File: src/rtl/radio_tx_pkg.sv
// rtl/radio_tx_pkg.sv - state type, configuration check and item select for the TX burst unpacker
package radio_tx_pkg;

  typedef enum logic [1:0] {
    IDLE     = 2'd0,
    RUN      = 2'd1,
    UNDERRUN = 2'd2
  } state_e;

  localparam int unsigned MAX_HOLD_W = 128;

  function automatic bit cfg_ok(input int unsigned nipc, input int unsigned item_w);
    return (nipc == 1 || nipc == 2 || nipc == 4) && (item_w == 16 || item_w == 32);
  endfunction

  // Narrow items come back zero-extended; the caller truncates to ITEM_W.
  function automatic logic [31:0] item_sel(input logic [MAX_HOLD_W-1:0] hold,
                                           input int unsigned idx,
                                           input int unsigned item_w);
    logic [31:0] r;
    r = 32'(hold >> (idx * item_w));
    if (item_w == 16) r[31:16] = '0;
    return r;
  endfunction

endpackage

File: src/rtl/radio_tx_burst_unpacker_if.sv
// rtl/radio_tx_burst_unpacker_if.sv - input beat stream bundle between the TX FIFO and the unpacker
interface radio_tx_burst_unpacker_if #(
  parameter int DATA_W = 64
);
  logic [DATA_W-1:0] tdata;
  logic              tlast;
  logic              tvalid;
  logic              tready;

  modport master (output tdata, output tlast, output tvalid, input tready);
  modport slave  (input tdata, input tlast, input tvalid, output tready);
endinterface

File: src/rtl/radio_tx_burst_unpacker.sv
// rtl/radio_tx_burst_unpacker.sv - unpacks NIPC-item beats into a strobed DAC item stream with burst tracking
module radio_tx_burst_unpacker
  import radio_tx_pkg::*;
#(
  parameter int ITEM_W = 32,
  parameter int NIPC   = 2,
  parameter int CNT_W  = 16
) (
  input  logic                        radio_clk,
  input  logic                        radio_rst_n,
  radio_tx_burst_unpacker_if.slave    s_axis,
  input  logic                        radio_tx_stb,
  output logic [ITEM_W-1:0]           radio_tx_data,
  output logic                        radio_tx_running,
  output logic                        underrun,
  output logic                        burst_done,
  output logic [CNT_W-1:0]            item_count
);

  localparam int HOLD_W = ITEM_W * NIPC;
  localparam int IDX_W  = (NIPC > 1) ? $clog2(NIPC) : 1;
  localparam logic [IDX_W-1:0] IDX_LAST = IDX_W'(NIPC - 1);

  if (!cfg_ok(NIPC, ITEM_W)) begin : g_bad_cfg
    $error("radio_tx_burst_unpacker: NIPC must be 1/2/4 and ITEM_W 16/32");
  end

  state_e              state_q, state_d;
  logic [HOLD_W-1:0]   hold_q, hold_d;
  logic [IDX_W-1:0]    idx_q, idx_d;
  logic                last_q, last_d;
  logic [CNT_W-1:0]    cnt_q, cnt_d;
  logic                underrun_q, underrun_d;
  logic                done_q, done_d;
  logic                accept;
  logic                consumed;

  assign accept   = s_axis.tvalid && s_axis.tready;
  assign consumed = (state_q == RUN) && radio_tx_stb && (idx_q == IDX_LAST);

  always_ff @(posedge radio_clk or negedge radio_rst_n) begin
    if (!radio_rst_n) begin
      state_q    <= IDLE;
      hold_q     <= '0;
      idx_q      <= '0;
      last_q     <= 1'b0;
      cnt_q      <= '0;
      underrun_q <= 1'b0;
      done_q     <= 1'b0;
    end else begin
      state_q    <= state_d;
      hold_q     <= hold_d;
      idx_q      <= idx_d;
      last_q     <= last_d;
      cnt_q      <= cnt_d;
      underrun_q <= underrun_d;
      done_q     <= done_d;
    end
  end

  always_comb begin
    state_d    = state_q;
    hold_d     = hold_q;
    idx_d      = idx_q;
    last_d     = last_q;
    cnt_d      = cnt_q;
    underrun_d = 1'b0;
    done_d     = 1'b0;
    unique case (state_q)
      IDLE: begin
        if (accept) begin
          hold_d  = s_axis.tdata;
          last_d  = s_axis.tlast;
          idx_d   = '0;
          cnt_d   = '0;
          state_d = RUN;
        end
      end
      RUN: begin
        if (radio_tx_stb) begin
          if (cnt_q != '1) cnt_d = cnt_q + 1'b1;
          idx_d = (idx_q == IDX_LAST) ? '0 : idx_q + 1'b1;
          // A finished burst always passes through IDLE, even with the next beat waiting.
          if (consumed) begin
            if (last_q) begin
              done_d  = 1'b1;
              state_d = IDLE;
            end else if (s_axis.tvalid) begin
              hold_d = s_axis.tdata;
              last_d = s_axis.tlast;
            end else begin
              underrun_d = 1'b1;
              state_d    = UNDERRUN;
            end
          end
        end
      end
      UNDERRUN: begin
        if (accept && s_axis.tlast) state_d = IDLE;
      end
      default: state_d = IDLE;
    endcase
  end

  always_comb begin
    s_axis.tready    = 1'b0;
    radio_tx_running = 1'b0;
    radio_tx_data    = '0;
    unique case (state_q)
      IDLE, UNDERRUN: s_axis.tready = 1'b1;
      RUN: begin
        s_axis.tready    = radio_tx_stb && (idx_q == IDX_LAST) && !last_q;
        radio_tx_running = 1'b1;
        radio_tx_data    = ITEM_W'(item_sel(MAX_HOLD_W'(hold_q), 32'(idx_q), ITEM_W));
      end
      default: ;
    endcase
    // Keep the FIFO stalled for the whole reset, not just until the state register settles.
    if (!radio_rst_n) s_axis.tready = 1'b0;
  end

  assign underrun   = underrun_q;
  assign burst_done = done_q;
  assign item_count = cnt_q;

endmodule

File: src/flat_wrapper.sv
// flat-port wrapper written by rule: the top's interface ports become plain ports
module radio_tx_burst_unpacker_flat import radio_tx_pkg::*;
#(
  parameter int ITEM_W = 32,
  parameter int NIPC   = 2,
  parameter int CNT_W  = 16
)
  (radio_clk, radio_rst_n, radio_tx_stb, radio_tx_data, radio_tx_running, underrun, burst_done, item_count, s_axis_tdata, s_axis_tlast, s_axis_tvalid, s_axis_tready);
  radio_tx_burst_unpacker_if #(.DATA_W(ITEM_W*NIPC)) s_axis_i ();
  input  logic radio_clk;
  input  logic radio_rst_n;
  input  logic radio_tx_stb;
  output logic [ITEM_W-1:0] radio_tx_data;
  output logic radio_tx_running;
  output logic underrun;
  output logic burst_done;
  output logic [CNT_W-1:0] item_count;
  input wire logic [$bits(s_axis_i.tdata)-1:0] s_axis_tdata;
  input wire logic [$bits(s_axis_i.tlast)-1:0] s_axis_tlast;
  input wire logic [$bits(s_axis_i.tvalid)-1:0] s_axis_tvalid;
  output wire logic [$bits(s_axis_i.tready)-1:0] s_axis_tready;
  assign s_axis_i.tdata = s_axis_tdata;
  assign s_axis_i.tlast = s_axis_tlast;
  assign s_axis_i.tvalid = s_axis_tvalid;
  assign s_axis_tready = s_axis_i.tready;
  radio_tx_burst_unpacker #(.ITEM_W(ITEM_W), .NIPC(NIPC), .CNT_W(CNT_W)) u_core (.radio_clk(radio_clk), .radio_rst_n(radio_rst_n), .s_axis(s_axis_i), .radio_tx_stb(radio_tx_stb), .radio_tx_data(radio_tx_data), .radio_tx_running(radio_tx_running), .underrun(underrun), .burst_done(burst_done), .item_count(item_count));
endmodule
File: config.mk
export PLATFORM = sky130hd
export DESIGN_NAME = radio_tx_burst_unpacker_flat
export DESIGN_NICKNAME = d
export VERILOG_FILES = /design/src/rtl/radio_tx_pkg.sv /design/src/rtl/radio_tx_burst_unpacker_if.sv /design/src/rtl/radio_tx_burst_unpacker.sv /design/src/flat_wrapper.sv
export SDC_FILE = /design/constraint.sdc
export NUM_CORES = 1
export LEC_CHECK = 0
export CAP_MARGIN = 0
export CORE_MARGIN = 4
export CORE_UTILIZATION = 51
export CTS_CLUSTER_SIZE = 16
export DETAILED_ROUTE_END_ITERATION = 16
export HOLD_SLACK_MARGIN = 0.08
export PLACE_DENSITY = 0.85
export RECOVER_POWER = 25
export SYNTH_ARGS = -nofsm -noshare
export SYNTH_HDL_FRONTEND = slang
export SYNTH_SLANG_ARGS = --single-unit
File: constraint.sdc
create_clock -name radio_clk -period 2.55 [get_ports radio_clk]
set_input_delay 0.51 -clock radio_clk [delete_from_list [all_inputs] [get_ports radio_clk]]
set_output_delay 0.51 -clock radio_clk [all_outputs]
set_load 0.03 [all_outputs]
# Word-level counts from Yosys, hierarchy flattened

Cells that the tools add are included.

Flip-flop bits (word level): 86
Bits of input ports: 69
Output and inout bits: 52
Word-level logic and storage cells: 76

Add/sub/neg operators: 2
Eq/ne operators: 11
Shifts and indexed selects: 1
Mux-type cells: 40
Reductions and logical operators: 15

Operators by type and width:

| cell                  | number |
|---|---|
| $mux 64               | 5 |
| $pmux 64 s2           | 1 |
| $shr 64x6->32         | 1 |
| $mux 16               | 3 |
| $mux 32               | 1 |
| $pmux 16 s2           | 1 |
| $mux 1                | 19 |
| $add 16x1->16 const B | 1 |
| $ne 16x16->1 const B  | 1 |
| $mux 2                | 6 |
| $ne 2x2->1 const B    | 4 |
| $reduce_and 4->1      | 2 |
| $logic_and 1x1->1     | 6 |
| $ne 2x1->1 const B    | 3 |
| $pmux 1 s2            | 3 |
| $pmux 2 s3            | 1 |
| $reduce_and 6->1      | 1 |
| $reduce_and 5->1      | 1 |
| $ne 3x2->1 const B    | 1 |
| $reduce_and 3->1      | 1 |
| $eq 2x1->1 const B    | 1 |
| $eq 2x2->1 const B    | 1 |
| $logic_not 2->1       | 1 |
| $reduce_bool 2->1     | 1 |
| other kinds (3)       | 3 |

# Depth between registers and ports, before layout

Depth in word-level cells: 8
Mapped depth: 7
Depth with buffers taken out: 5

# Worst setup path before layout

No wires, ideal clock.

Path kind: register to output
Start point: register u_core.idx_q
End point: output radio_tx_data[23]
Arrival time: 1.465 ns
Data required time: 2.040 ns
Slack: 0.575 ns
Stages on the path, launching flop included: 5
Path buffers: 2
Cells stage by stage: dfrtp_1 -> buf_2 -> buf_1 -> mux2i_1 -> nor2_1

Cells in the longest elaborated chain, start to end: 2

RTL lines:

| what                     | line                           | text |
|---|---|---|
| start: declaration       | radio_tx_burst_unpacker.sv:30  | `logic [IDX_W-1:0] idx_q, idx_d;` |
| start signal: assignment | radio_tx_burst_unpacker.sv:53  | `idx_q <= idx_d;` |
| $shr 64x6->32            | radio_tx_pkg.sv:21             | `r = 32'(hold >> (idx * item_w));` |
| $mux 32                  | radio_tx_burst_unpacker.sv:109 | `unique case (state_q)` |
| end: declaration         | flat_wrapper.sv:13             | `output logic [ITEM_W-1:0] radio_tx_data;` |

Every way passes these cells.

# Worst setup path after layout

Start point: register u_core.state_q[1]
End point: output radio_tx_data[24]

Cells in the longest elaborated chain, start to end: 2

RTL lines:

| what                     | line                           | text |
|---|---|---|
| start: declaration       | radio_tx_burst_unpacker.sv:28  | `state_e state_q, state_d;` |
| start signal: assignment | radio_tx_burst_unpacker.sv:51  | `state_q <= state_d;` |
| $eq 2x1->1               | radio_tx_burst_unpacker.sv:109 |  |
| $mux 32                  | radio_tx_burst_unpacker.sv:109 |  |

Every way passes these cells.

==> results_dict.tcl <==
set metrics [dict create \
    cts_buffers 9 \
    finalSetupViolations 0 \
    synth_top_area_share_pct 52.1 \
    syn_area_um2 4130 \
    drv_cap 1 \
    antenna_cells 0 \
    max_freq_mhz 401 \
    synth.distinct_cells 44 \
    synth_edf_count 0 \
    power.density_nw_per_um2 1170 \
    clock-sinks 86 \
    grt_util_all_layers_pct 19.7 \
    dr_wl_met3_um 589 \
    hp-class "flip-flop to flip-flop" \
    grt_pass1_wl_mm 15.4 \
    h-tree-depth 3 \
    utilization_pct 72.3 \
    critPathMaxStageDelay_ns 0.68 \
    antenna_left 0 \
    fin_total_pwr_uw 6620 \
    synth_compound_area_share_pct 6.33 \
    rows 32 \
    drtIter0Drc 101 \
    r2r_cells 5 \
    hold_buffers 0 \
    routabilityCongestion 0.833 \
    path_class "flip-flop to output pin" \
    synth_top_area_cell "dfrtp_1" \
    layout-drive-gt1-share_pct 20.7 \
    hold_path_depth 1 \
    grt_pass1_vias 3196 \
    ys_ff_latch 86 \
    status "complete, but fails checks" \
    endpoint_kind "output pin" \
    relSlewSlack_pct -35.3 \
    vias_per_cell 5.46 \
    postSynthCellCount 348 \
    synth_xor_area_share_pct 0 \
    post_drt_wl_per_cell_um 16.4 \
    path_delay_family "buffers and inverters" \
    worst_path_max_delay_cell "clkdlybuf4s50_1" \
    antenna_found_initial 0 \
    dieHeight_um 98.0 \
    finalHoldViolations 0 \
    grt_max_degree 50 \
    cts_tree "yes" \
    layout_setup_ws_ns 0.0572 \
    start_kind "flip-flop" \
    ios 121 \
    clockBufferDepth 2 \
    path_cells "nand2b_2 -> buf_12 -> nor2_1 -> clkdlybuf4s50_1" \
    overflow 0 \
    violations "max-capacitance violations, max-slew violations" \
    met1_length_mm 4.07 \
    multi_input_area_um2 1830 \
    worst-path-buf-inv 2 \
    tns_ns 0 \
    worst_pin_slew_ns 2.03 \
    synthTopCellsByArea "dfrtp_1 52%, mux2_2 17%, mux2i_1 9.4%, nor2_1 3.0%, buf_2 1.6%" \
    cp_data_required_time_ns 2.04 \
    regArea_um2 2150 \
    final.period_utilization_pct 97.8 \
    yosysWarnings 0 \
    synth-seq-area-share_pct 52.1 \
    synth_flop_cell "dfrtp_1" \
    num_vias 3111 \
    p_leak_uw 0.00246 \
    synth_adder_area_share_pct 0.303 \
    nNetsFinal 533 \
    maxSlewViolCount 39 \
    skew_ns 0.0142 \
    synthMuxAreaShare_pct 26.9 \
    clkTransAtPathRegs_ns 0.08 \
    die_area_um2 9610 \
    syn_area_per_cell_um2 11.9 \
    highest_layer "met4" \
    synth_nets 418 \
    synth_top_family_by_area "multiplexers" \
    peakVddDrop_mv 0.773 \
    num-fill-cells 580 \
    die_w_um 98.0 \
    synth_simple_gate_area_share_pct 10.6 \
    postCtsSetupBuffers 0 \
    insertion_delay_ns 0.34 \
    hpwl_mm 6.63 \
    async_flop_share_pct 100 \
    io_buffers 120 \
    area_growth_syn_to_layout_pct 36.5 \
    crit_arrival_ns 1.98 \
    dr.pass1.iters 4 \
    period_needed_ns 2.49 \
    clk_root_buffer_cell "clkbuf_8" \
    path_max_fanout 40 \
    start_util_pct 52.9 \
    place_ws_ns 0.192 \
    routed_wl_mm 9.36 \
    drcViolationCount 0 \
    route.met2.wl_mm 4.59 \
    core_um2 7810 \
    dp_cells 554 \
    crit_cells 4 \
    final_cells 570 \
]
[power breakdown]
part | switching (uW) | internal, uW | total [uW]
logic | 1770 | 1680 | 3450
clock network | 478 | 385 | 863
registers | 347 | 1960 | 2300
[area by class of cell]
cell class / count / area share [%]
timing repair buffer: 128 / 23.3
inverter: 10 / 0.665
sequential: 86 / 38.2
clock inverter: 4 / 0.576
multi-input combinational: 228 / 32.4
clock buffer: 12 / 2.57
tap: 102 / 2.26
[what timing repair did]
action	in CTS	in global routing
resized for setup	0	10
endpoints found under the hold margin	0	0
setup endpoints to repair	0	10
[layout by cell type, fill, tap and decap left out, types with 3 or more instances in the layout]
cell	instances
mux2_2	64
clkbuf_1	3
dfrtp_1	85
and3_1	5
buf_4	7
nand2b_1	6
nand2_1	15
a311oi_1	3
nand4_1	5
nor2_1	33
and4_1	3
clkdlybuf4s50_1	105
mux2i_1	39
nand3_1	7
dlymetal6s2s_1	10
inv_1	9
o311ai_0	3
buf_12	4
clkbuf_8	10
a21oi_1	6
o21ai_0	8
a211oi_1	3
[state kept, by name, indices dropped and copies added, names as in the netlist]
register,count
u_core.idx_q,1
u_core.state_q,2
u_core.burst_done,1
u_core.item_count,16
u_core.hold_q,64
u_core.last_q,1
u_core.underrun,1
[cells in the mapped netlist (all sizes together), types with 2 or more instances]
cell,count
dfrtp,86
mux2,64
mux2i,39
nor2,33
buf,17
nand2,15
inv,10
o21ai,9
nand3,8
a21oi,7
clkbuf,7
nand2b,7
and3,6
nand4,5
a211oi,3
a311oi,3
and2,3
and4,3
o311ai,3
a31oi,2
nor3,2
o22ai,2
o32a,2
or4,2
[worst paths after layout]
kind / startpoint / to / slack (ns)
max reg2reg: u_core.item_count[0] / u_core.item_count[7] / 0.62
max in group asynchronous: radio_rst_n / u_core.hold_q[51] / 0.51
min reg2reg: u_core.hold_q[39] / u_core.hold_q[39] / 0.51
max: u_core.state_q[1] / radio_tx_data[24] / 0.06
min: u_core.hold_q[39] / u_core.hold_q[39] / 0.51
min in group asynchronous: radio_rst_n / u_core.item_count[4] / 0.52
[routing by layer]
metal	vias to the layer above	GRT usage [%]
met5	-	0
met4	0	5.75
met3	10	4.00
met2	101	33.5
met1	1533	25.6
li1	1467	-
[through the flow]
step                area [um2]  hold slack (ns)
finish                    5640            0.512
global route              5640            0.525
CTS                       5630            0.245
detailed placement        5450            0.495
global placement          5450            0.477
floorplan                 4130            0.214
[cell families (layout without fill, tap and decap cells)]
| logic type | count (synthesis) | after routing |
|---|---|---|
| muxes | 103 | 103 |
| DFF | 86 | 86 |
| and+or+nand+nor | 86 | 86 |
| AOI/OAI and AO/OA | 38 | 38 |
| buffers and inverters | 34 | 154 |
| adders and majority gates | 1 | 1 |
Note: power is estimated with default switching activity, not from simulation.
